`src/rtl/register_file.sv`:
```
// 32 x 32-bit MIPS-style register file: two combinational read ports, one clocked write port,
// r0 hardwired to zero, and continuous taps on $v0 (r2) and $a0 (r4).
module register_file #(
  parameter int unsigned DATA_W = 32,
  parameter int unsigned ADDR_W = 5
) (
  input  logic              clk,
  input  logic              rst,
  input  logic [ADDR_W-1:0] reg1_in,
  input  logic [ADDR_W-1:0] reg2_in,
  input  logic [ADDR_W-1:0] rw,
  input  logic [DATA_W-1:0] write_data,
  input  logic              we,
  output logic [DATA_W-1:0] reg1_out,
  output logic [DATA_W-1:0] reg2_out,
  output logic [DATA_W-1:0] v0,
  output logic [DATA_W-1:0] a0
);

  localparam int unsigned Depth = 1 << ADDR_W;

  localparam logic [ADDR_W-1:0] IdxZero = '0;
  localparam logic [ADDR_W-1:0] IdxV0   = ADDR_W'(2);
  localparam logic [ADDR_W-1:0] IdxA0   = ADDR_W'(4);

  logic [DATA_W-1:0] regs_q [Depth];

  logic write_en;

  // Writes to r0 are dropped so the stored r0 stays zero once reset has run.
  assign write_en = we && (rw != IdxZero);

  always_ff @(posedge clk) begin
    if (rst) begin
      regs_q <= '{default: '0};
    end else if (write_en) begin
      regs_q[rw] <= write_data;
    end
  end

  // r0 is forced to zero on the read side too, so it reads 0 even before the first reset.
  // No write bypass: a read of the write target shows the old value until the edge.
  always_comb begin
    reg1_out = (reg1_in == IdxZero) ? '0 : regs_q[reg1_in];
    reg2_out = (reg2_in == IdxZero) ? '0 : regs_q[reg2_in];
    v0       = regs_q[IdxV0];
    a0       = regs_q[IdxA0];
  end

endmodule

```
`config.mk`:
```
export PLATFORM = sky130hd
export DESIGN_NAME = register_file
export DESIGN_NICKNAME = d
export VERILOG_FILES = /design/src/rtl/register_file.sv
export SDC_FILE = /design/constraint.sdc
export NUM_CORES = 2
export LEC_CHECK = 0
export BUFFER_PORTS_ARGS = -buffer_cell sky130_fd_sc_hd__clkbuf_2
export CAP_MARGIN = 20
export CELL_PAD_IN_SITES_DETAIL_PLACEMENT = 0
export CELL_PAD_IN_SITES_GLOBAL_PLACEMENT = 1
export CORE_MARGIN = 2
export CORE_UTILIZATION = 45
export DETAILED_ROUTE_END_ITERATION = 8
export MAX_ROUTING_LAYER = met4
export PLACE_DENSITY = 0.85
export SYNTH_ARGS = -nofsm -noshare
export SYNTH_HDL_FRONTEND = slang
export SYNTH_SLANG_ARGS = --single-unit
```
`constraint.sdc`:
```
create_clock -name clk -period 3.6 [get_ports clk]
set_clock_uncertainty 0.1 [all_clocks]
set_input_delay 0.54 -clock clk [delete_from_list [all_inputs] [get_ports clk]]
set_output_delay 0.54 -clock clk [all_outputs]
set_load 0.01 [all_outputs]
```
==> flow_metrics.env <==
export IMPL_multi_input_area_um2=28900
export IMPL_yosysUniqueCellTypes=46
export IMPL_clk_latency_ps=720
export IMPL_area_sequential_um2=20500
export IMPL_timing_fmax_mhz=274
export IMPL_start_util_pct=45.3
export IMPL_synth_common_cells="nand2_1 (2029), a21oi_1 (1032), dfxtp_1 (1024)"
export IMPL_min_period_ps=3650
export IMPL_die_x_um=346
export IMPL_synth_seq_cells=1024
export IMPL_cellPowerDensity_nw_per_um2=431
export IMPL_yosysMostFrequentCell="nand2_1"
export IMPL_cap_violations=0
export IMPL_cts_sinks=1024
export IMPL_dieArea_um2=120000
export IMPL_gp_congestion=0.966
export IMPL_synth_nets=6098
export IMPL_p_leak_nw=20.1
export IMPL_synth_area_leader_cell="dfxtp_1"
export IMPL_cp_slowest_stage_delay_ps=710
export IMPL_worstPathArrival_ps=3010
export IMPL_rsz0062_at_grt="no"
export IMPL_finalCritPeriodShare_pct=101
export IMPL_drtPass1Iterations=6
export IMPL_clkTransAtPathRegs_ps=60
export IMPL_netlist_top_cells_area="dfxtp_1 (39%), mux4_2 (15%), nand2_1 (14%)"
export IMPL_r2r_cells=2
export IMPL_worstPathRequired_ps=2960
export IMPL_setup_ws_ps=-49.6
export IMPL_vdd_drop_max_uv=396
export IMPL_fillers=10500
export IMPL_status="finished with violations"
export IMPL_wl_met1_mm=77.3
export IMPL_groute_usage_overall_pct=34.9
export IMPL_crit_path_top_delay_cell="a211oi_1"
export IMPL_wl_mm=211
export IMPL_syn_to_final_growth_pct=12.6
export IMPL_met2_length_mm=92.0
export IMPL_h_tree_depth=3
export IMPL_dp_hpwl_mm=134
export IMPL_cts_path_max_buffers=3
export IMPL_worst_path_stages=7
export IMPL_crit_fanout=24
export IMPL_grt_pass1_vias=45800
export IMPL_port_buffers=177
export IMPL_ys_async_sr_fraction_pct=0
export IMPL_drt_iter0_markers=7654
export IMPL_synth_ff_type="dfxtp_1"
export IMPL_ys_warn_count=0
export IMPL_syn_area_per_cell_um2=8.69
export IMPL_cp_num_buf_inv=4
export IMPL_wl_per_cell_um=27.8
export IMPL_timing_hold_ws_ps=162
export IMPL_die_h_um=346
export IMPL_crit_type="input pin to primary output"
export IMPL_r2r_setup_slack_ps=2600
export IMPL_coreArea_um2=116000
export IMPL_root_buffer="clkbuf_16"
export IMPL_worstHoldPathCells=2
export IMPL_cp_top_family="buffers and inverters"
export IMPL_route_vias_total=48900
export IMPL_routed_via_density=6.45
export IMPL_wl_met3_mm=30.0
export IMPL_highest_layer="met4"
export IMPL_drc_errors=0
export IMPL_grt_start_max_net_pins=116
export IMPL_crit_top_cell="buf_12"
export IMPL_cts_setup_buffers=0
export IMPL_hold_class="input pin to register"
export IMPL_hold_viol=0
export IMPL_yosysSeqAreaShare_pct=39.0
export IMPL_setup_worst_path_start_class="input pin"
export IMPL_relSlewSlack_pct=15.5
export IMPL_overflow=0
export IMPL_ant_nets=0
export IMPL_worst_pin_slew_ps=1270
export IMPL_syn_cell_area_um2=52500
export IMPL_setup_viol=3
export IMPL_violations="setup timing"
export IMPL_antenna_found_initial=18
export IMPL_tritoncts="built"
export IMPL_slew_viol_final=0
export IMPL_row_count=125
export IMPL_ctsHoldBuffers=0
export IMPL_cts_inserted_buffers=109
export IMPL_post_place_ws_ps=-254
export IMPL_synth_top_cell_area_share_pct=39.0
export IMPL_end_kind="primary output"
export IMPL_io_pins=178
export IMPL_drive_gt1_share_pct=18.9
export IMPL_synth_edf_count=0
export IMPL_grt_pass1_wl_mm=305
export IMPL_fin_nets=6000
export IMPL_syn_inst=6048
export IMPL_path_cells="buf_12 -> buf_12 -> buf_4 -> mux4_2 -> a211oi_1 -> nor3_1 -> clkbuf_2"
## sequential cells by signal, indices dropped and copies added (netlist names)
| signal | count |
|---|---|
| a0 | 32 |
| regs_q | 960 |
| v0 | 32 |
## area by class of cell
class | count | share of cell area (%)
tap | 1524 | 3.22
clock buffer | 152 | 5.27
clock inverter | 48 | 0.879
timing repair buffer | 484 | 7.03
sequential | 1024 | 34.6
inverter | 1 | 0.00634
antenna | 19 | 0.0803
multi-input combinational | 4330 | 48.9
## stage by stage
step	instances	util [%]	area, um2	TNS, ps	power (mW)
6_report	7582	51.0	59200	-81.8	25.5
5_1_grt	7581	51.0	59200	0	26.1
4_1_cts	7561	50.8	59000	0	25.5
3_5_place_dp	7361	47.7	55300	-891	14.1
3_3_place_gp	7359	47.6	55300	-1550	14.1
2_1_floorplan	6048	-	52500	0	13.1
## power by group
part | leakage (nW) | total [mW] | switching, mW | internal (mW)
Combinational | 10.0 | 2.48 | 1.67 | 0.810
Clock | 1.78 | 11.6 | 5.01 | 6.57
Sequential | 8.25 | 11.5 | 0.0693 | 11.4
Total | 20.1 | 25.5 | 6.75 | 18.8
## cell usage in the layout (no fill, tap or decap), types with 39 or more instances in the layout
master     count
buf_12        65
clkbuf_2     169
nand2_1     2024
a211oi_1      55
buf_4        236
a21oi_1     1032
o22ai_1       45
a22oi_1      100
a22o_1        55
clkbuf_16    110
mux2i_1      328
dfxtp_1     1024
nor2b_1       69
nor3_1        39
mux4_2       359
## final timing paths
path,startpoint,endpoint
hold / removal,rst,regs_q[431]$_SDFFE_PP0P_
hold reg to reg,regs_q[29]$_SDFFE_PP0P_,regs_q[29]$_SDFFE_PP0P_
setup reg to reg,a0[3]$_SDFFE_PP0P_,a0[3]$_SDFFE_PP0P_
setup / recovery,reg1_in[0],reg1_out[8]
## logic make-up after synthesis
| kind of cell | count (synthesis) | synth area share [%] |
|---|---|---|
| mux | 717 | 22.4 |
| buf+inv | 694 | 6.55 |
| compound gates | 1371 | 15.1 |
| simple gates | 2242 | 17.0 |
| flops | 1024 | 39.0 |
## per-layer routing
layer / vias up / track usage (%)
met2: 3610 / 51.5
met5: - / -
met1: 23600 / 44.0
li1: 20900 / -
met3: 813 / 9.62
met4: 0 / 17.3
## repair_timing
action | in CTS | in global routing
pin swaps | 0 | 1
gates cloned | 0 | 1
setup endpoints to repair | 7 | 15
resized for setup | 9 | 16
Note: power is estimated with default switching activity, not from simulation.
